--- config.mk ---
export PLATFORM = sky130hd
export DESIGN_NAME = vga_timing_gen
export DESIGN_NICKNAME = d
export VERILOG_FILES = /design/src/rtl/vga_timing_pkg.sv /design/src/rtl/vga_timing_gen_axis.sv /design/src/rtl/vga_timing_gen.sv
export SDC_FILE = /design/constraint.sdc
export NUM_CORES = 1
export LEC_CHECK = 0
export BUFFER_PORTS_ARGS = -buffer_cell sky130_fd_sc_hd__buf_2
export CORE_ASPECT_RATIO = 1.75
export CORE_MARGIN = 2
export CORE_UTILIZATION = 30
export DETAILED_ROUTE_END_ITERATION = 6
export PLACE_DENSITY_LB_ADDON = 0.25
export SLEW_MARGIN = 10
export SYNTH_ARGS = -nofsm -noshare
export SYNTH_HDL_FRONTEND = slang
export SYNTH_SLANG_ARGS = --single-unit
--- constraint.sdc ---
create_clock -name clk -period 2.9 [get_ports clk]
set_clock_uncertainty 0.05 [all_clocks]
set_input_delay 0.29 -clock clk [delete_from_list [all_inputs] [get_ports clk]]
set_output_delay 0.29 -clock clk [all_outputs]
set_load 0.1 [all_outputs]
--- src/rtl/vga_timing_pkg.sv ---
// Mode constants and axis geometry helper shared by the VGA timing generator.
package vga_timing_pkg;

   typedef struct packed {
      int total;
      int width;
   } axis_dim_t;

   // 640x480@60
   localparam int VGA640_H_ACTIVE = 640;
   localparam int VGA640_H_FP     = 16;
   localparam int VGA640_H_SYNC   = 96;
   localparam int VGA640_H_BP     = 48;
   localparam int VGA640_V_ACTIVE = 480;
   localparam int VGA640_V_FP     = 10;
   localparam int VGA640_V_SYNC   = 2;
   localparam int VGA640_V_BP     = 33;
   localparam int VGA640_H_POL    = 0;
   localparam int VGA640_V_POL    = 0;

   // 800x600@72
   localparam int SVGA800_H_ACTIVE = 800;
   localparam int SVGA800_H_FP     = 56;
   localparam int SVGA800_H_SYNC   = 120;
   localparam int SVGA800_H_BP     = 64;
   localparam int SVGA800_V_ACTIVE = 600;
   localparam int SVGA800_V_FP     = 37;
   localparam int SVGA800_V_SYNC   = 6;
   localparam int SVGA800_V_BP     = 23;
   localparam int SVGA800_H_POL    = 1;
   localparam int SVGA800_V_POL    = 1;

   function automatic axis_dim_t axis_dims(input int active, input int fp,
                                           input int sync, input int bp);
      axis_dim_t d;
      d.total = active + fp + sync + bp;
      d.width = (d.total > 1) ? $clog2(d.total) : 1;
      return d;
   endfunction

endpackage

--- src/rtl/vga_timing_gen_axis.sv ---
// One raster axis: wrapping position counter with registered sync/visible flags
// that always describe the count currently presented.
module vga_axis_counter
   import vga_timing_pkg::*;
#(
   parameter int ACTIVE = VGA640_H_ACTIVE,
   parameter int FP     = VGA640_H_FP,
   parameter int SYNC   = VGA640_H_SYNC,
   parameter int BP     = VGA640_H_BP,
   parameter int POL    = 0,
   localparam axis_dim_t DIM = axis_dims(ACTIVE, FP, SYNC, BP),
   localparam int W = DIM.width
)(
   input  logic         clk,
   input  logic         reset,
   input  logic         step,
   output logic [W-1:0] count,
   output logic         wrap,
   output logic         sync,
   output logic         visible
);

   // One extra bit so the sync end bound cannot overflow when BP is 0.
   localparam logic [W:0] LAST     = (W+1)'(DIM.total - 1);
   localparam logic [W:0] SYNC_BEG = (W+1)'(ACTIVE + FP);
   localparam logic [W:0] SYNC_END = (W+1)'(ACTIVE + FP + SYNC);
   localparam logic [W:0] VIS_END  = (W+1)'(ACTIVE);
   localparam logic       ASSERTED = 1'(POL);

   logic [W-1:0] count_q, count_d;
   logic         sync_q, sync_d;
   logic         visible_q, visible_d;
   logic [W:0]   count_ext;

   always_comb begin
      wrap    = step && ({1'b0, count_q} == LAST);
      count_d = count_q;
      if (step) begin
         count_d = wrap ? '0 : count_q + W'(1);
      end
      // Flags are decoded from the next count so they line up with it.
      count_ext = {1'b0, count_d};
      sync_d    = (count_ext >= SYNC_BEG && count_ext < SYNC_END) ? ASSERTED : ~ASSERTED;
      visible_d = (count_ext < VIS_END);
   end

   always_ff @(posedge clk) begin
      if (reset) begin
         count_q   <= '0;
         sync_q    <= ~ASSERTED;
         visible_q <= 1'b1;
      end else begin
         count_q   <= count_d;
         sync_q    <= sync_d;
         visible_q <= visible_d;
      end
   end

   assign count   = count_q;
   assign sync    = sync_q;
   assign visible = visible_q;

endmodule

--- src/rtl/vga_timing_gen.sv ---
// VGA raster timing generator: pixel-rate divider plus horizontal/vertical axis counters.
// Optional line interrupt enabled by defining VGA_TIMING_LINE_IRQ_EN.
module vga_timing_gen
   import vga_timing_pkg::*;
#(
   parameter int CLK_DIV   = 4,
   parameter int H_ACTIVE  = VGA640_H_ACTIVE,
   parameter int H_FP      = VGA640_H_FP,
   parameter int H_SYNC    = VGA640_H_SYNC,
   parameter int H_BP      = VGA640_H_BP,
   parameter int V_ACTIVE  = VGA640_V_ACTIVE,
   parameter int V_FP      = VGA640_V_FP,
   parameter int V_SYNC    = VGA640_V_SYNC,
   parameter int V_BP      = VGA640_V_BP,
   parameter int HSYNC_POL = VGA640_H_POL,
   parameter int VSYNC_POL = VGA640_V_POL,
   localparam axis_dim_t H_DIM = axis_dims(H_ACTIVE, H_FP, H_SYNC, H_BP),
   localparam axis_dim_t V_DIM = axis_dims(V_ACTIVE, V_FP, V_SYNC, V_BP),
   localparam int X_W = H_DIM.width,
   localparam int Y_W = V_DIM.width
)(
   input  logic           clk,
   input  logic           reset,
   input  logic           enable,
`ifdef VGA_TIMING_LINE_IRQ_EN
   input  logic [Y_W-1:0] irq_line,
   output logic           line_irq,
`endif
   output logic [X_W-1:0] pixel_x,
   output logic [Y_W-1:0] pixel_y,
   output logic           pix_tick,
   output logic           hsync,
   output logic           vsync,
   output logic           active,
   output logic           line_end,
   output logic           frame_end
);

   logic h_visible, v_visible;

   generate
      if (CLK_DIV > 1) begin : g_sub
         localparam int S_W = $clog2(CLK_DIV);
         localparam logic [S_W-1:0] SUB_LAST = S_W'(CLK_DIV - 1);
         logic [S_W-1:0] sub_q, sub_d;

         always_comb begin
            sub_d = sub_q;
            if (enable) begin
               sub_d = (sub_q == SUB_LAST) ? '0 : sub_q + S_W'(1);
            end
         end

         always_ff @(posedge clk) begin
            if (reset) begin
               sub_q <= '0;
            end else begin
               sub_q <= sub_d;
            end
         end

         assign pix_tick = enable && (sub_q == SUB_LAST);
      end else begin : g_nosub
         assign pix_tick = enable;
      end
   endgenerate

   vga_axis_counter #(
      .ACTIVE (H_ACTIVE), .FP(H_FP), .SYNC(H_SYNC), .BP(H_BP), .POL(HSYNC_POL)
   ) u_h (
      .clk     (clk),
      .reset   (reset),
      .step    (pix_tick),
      .count   (pixel_x),
      .wrap    (line_end),
      .sync    (hsync),
      .visible (h_visible)
   );

   // The vertical axis advances once per completed line.
   vga_axis_counter #(
      .ACTIVE (V_ACTIVE), .FP(V_FP), .SYNC(V_SYNC), .BP(V_BP), .POL(VSYNC_POL)
   ) u_v (
      .clk     (clk),
      .reset   (reset),
      .step    (line_end),
      .count   (pixel_y),
      .wrap    (frame_end),
      .sync    (vsync),
      .visible (v_visible)
   );

   assign active = h_visible && v_visible;

`ifdef VGA_TIMING_LINE_IRQ_EN
   logic           line_irq_q, line_irq_d;
   logic [Y_W-1:0] y_next;

   // Compare against the line the counters are about to enter.
   always_comb begin
      y_next     = frame_end ? '0 : pixel_y + Y_W'(1);
      line_irq_d = line_end && (y_next == irq_line);
   end

   always_ff @(posedge clk) begin
      if (reset) begin
         line_irq_q <= 1'b0;
      end else begin
         line_irq_q <= line_irq_d;
      end
   end

   assign line_irq = line_irq_q;
`endif

endmodule

==> metrics.cfg <==
[die]
die_y_um = 93.03
io_pins = 29
core_region_area_um2 = 4364
fp.dieArea_um2 = 5105
die_w_um = 54.88
initial_core_util_pct = 31.14
rows = 32

[placement]
routabilityCongestion = 0.8230
dp.cells = 234
hpwlAfterDp_um = 2498
place.port_buffers = 28

[timing]
fin_crit_sh_pct = 92.91
fmax_ghz = 0.3711
drv_slew = 0
finalHoldViolations = 0
setup_tns_ps = 0
tightest_slew_ps = 498.1
period_needed_ps = 2695
setup_viol = 0
rsz0062_at_grt = no
maxSlewHeadroom_pct = 67.02

[setup_path]
crit_family = simple AND/OR/NAND/NOR gates
r2r_slack_ps = 590
worst_path_max_delay_cell = or3_1
critPathMaxFanout = 15
max_stage_delay_ps = 520
worstReg2RegEnd = u_v.visible
cp.depth = 4
regToRegStartpoint = u_h.count[7]
critPathLaunchType = register
worst_setup_path_end_kind = output port
worst-path-buf-inv = 2
worstPathArrival_ps = 2350
ff2ff_path_depth = 6
cp_cell_sequence = or3b_4, or3_1, inv_2, buf_2
worstSetupPathType = reg2out
worstPathRequired_ps = 2560

[logic_synthesis]
synthMuxAreaShare_pct = 2.210
synth_cells = 162
syn-mean-instance-area_um2 = 8.388
yosysTopAreaCell = dfxtp_1
yosys-top-cells-area = dfxtp_1 (38%), xor2_1 (4.5%), nor2_1 (4.4%)
synth_edf_count = 0
synth_top_area_share_pct = 38.31
synthFlopType = dfxtp_1
synthAdderAreaFrac_pct = 3.683
synth_area_um2 = 1359
synth_xor_area_share_pct = 8.379
synth-simple-area-share_pct = 29.74
ys_seq_area_share_pct = 38.31
synth_cell_types = 42
syn_nets = 169
ys_ff_latch = 26
yosysWarningCount = 0
synthArstFlopShare_pct = 0
synth_top_family_by_area = simple AND/OR/NAND/NOR gates
synth-compound-area-share_pct = 12.25

[clocking]
postCtsSetupBuffers = 0
clk_latency_ps = 260
cts_hold_repair.buffers = 0
clockBufferDepth = 2
clkTransAtPathRegs_ps = 90
cts.sinks = 26
cts_max_level = 1
root_buffer = clkbuf_8
cts_tree = done
cts_made_buffers = 3
post_cts_resized = 0

[hold_path]
hold_start = enable
hold_depth = 3
hold_class = in2reg
whs_endpoint = g_sub.sub_q[0]

[drt]
postRouteAntennaNets = 0
dr.pass1.iters = 4
finalWirelength_um = 3278
post_drt_wl_per_cell_um = 13.77
viasPerCell = 5.197
dr_total_vias = 1237
drt-initial-drc-count = 26
drc = 0

[pwr]
leakagePower_nw = 0.6206
power.density_nw_per_um2 = 381.6
ir_drop_mv = 0.2064
fin_total_pwr_mw = 0.6106

[finish]
fillers = 482
syn2layout_area_growth_pct = 17.77
fin_cells = 238
nets = 195
drive_above_1_share_pct = 25.67
insertedDiodeCount = 0

[job]
max_cap_viol_count = 0

[status]
status = completed

[global_route]
grt-ovfl-total = 0
grt_use_total_pct = 13.65
grt_pass1_wl_um = 5264
grt_pass1_vias = 1129
grt_max_degree = 16
grt_antenna_before_repair = 0

-- routing by layer --
metal  GRT usage, %  vias up  wire [um]
li1               -      626          -
met1          17.96      575       1440
met2          23.02       34       1680
met3          1.438        2        140
met4          3.125        0         17
met5              0        -          0
-- cells in the final DEF (no fill, tap or decap), types with 5 or more instances in the layout --
cell type and n:
dfxtp_2 6, nor2_1 15, nand4_1 9, a21oi_1 8, xnor2_1 6, buf_2 28, o21ai_0 5, or3_1 7
inv_1 8, nand3_1 7, dfxtp_1 20, nand2_1 12, xor2_1 7
-- worst reg2reg max path: stages, from the launching register on --
cell and delay, ps:
dfxtp_1 360, or3b_4 430, or3_1 520, inv_2 290, nand4_1 170, xor2_1 190, o21ba_2 200
-- logic make-up (layout without fill, tap and decap cells) --
group                      after synthesis  count (layout)
AOI/OAI and AO/OA                       25              25
xor gates and xnor gates                13              13
and+or+nand+nor                         74              74
muxes                                    3               3
adders and majority gates                4               4
DFF                                     26              26
buffers and inverters                   17              42
-- Yosys cell counts (2+ instances only) --
cell	count
mux2i_1	3
o21ai_0	5
or3_1	7
ha_1	4
dfxtp_1	26
nor3_1	4
nand3_1	7
buf_2	2
nor2_1	16
clkbuf_1	4
o31ai_1	2
nand2_1	12
nor4_1	3
a22oi_1	2
nand4_1	9
and4_1	3
or2_2	3
inv_1	8
a21oi_1	8
xnor2_1	6
xor2_1	7
-- stage by stage --
| step | hold WS, ps | worst slack, ps | cell area (um2) | util, % |
|---|---|---|---|---|
| final | 295.2 | 205.5 | 1600 | 36.67 |
| after global routing | 320.6 | 85.96 | 1600 | 36.67 |
| after CTS | 292.6 | 200.1 | 1600 | 36.67 |
| after detailed placement | 418.6 | 506.2 | 1545 | 35.41 |
| after global placement | 410.6 | 560.1 | 1545 | 35.41 |
| after floorplan | 310.0 | 39.28 | 1374 | - |
-- where the power goes --
| part | internal [mW] | switching, mW |
|---|---|---|
| clock network | 0.121 | 0.108 |
| logic | 0.00579 | 0.0142 |
| registers | 0.359 | 0.00175 |
| total | 0.486 | 0.124 |
-- area by class of cell --
type | count | area [um2] | area share (%)
Clock buffer | 4 | 55.05 | 3.440
Multi-Input combinational cell | 119 | 772.0 | 48.24
Timing Repair Buffer | 29 | 147.6 | 9.226
Inverter | 9 | 33.78 | 2.111
Sequential cell | 26 | 528.0 | 32.99
Tap cell | 51 | 63.81 | 3.988
-- worst max path at each step --
| stage | from | end | slack [ps] |
|---|---|---|---|
| floorplan | u_h.count[9] | u_v.count[9] | 40 |
| global placement | u_h.count[7] | line_end | 560 |
| detailed placement | u_h.count[7] | line_end | 510 |
| CTS | u_h.count[7] | line_end | 200 |
| global route | u_h.count[7] | line_end | 90 |
| finish | u_h.count[7] | line_end | 210 |
-- registers in the layout, summed over array words and instances (netlist names) --
| register | count |
|---|---|
| g_sub.sub_q | 2 |
| u_h.count | 10 |
| u_h.sync | 1 |
| u_h.visible | 1 |
| u_v.count | 10 |
| u_v.sync | 1 |
| u_v.visible | 1 |
No activity file was read; power rests on OpenSTA's default activity.
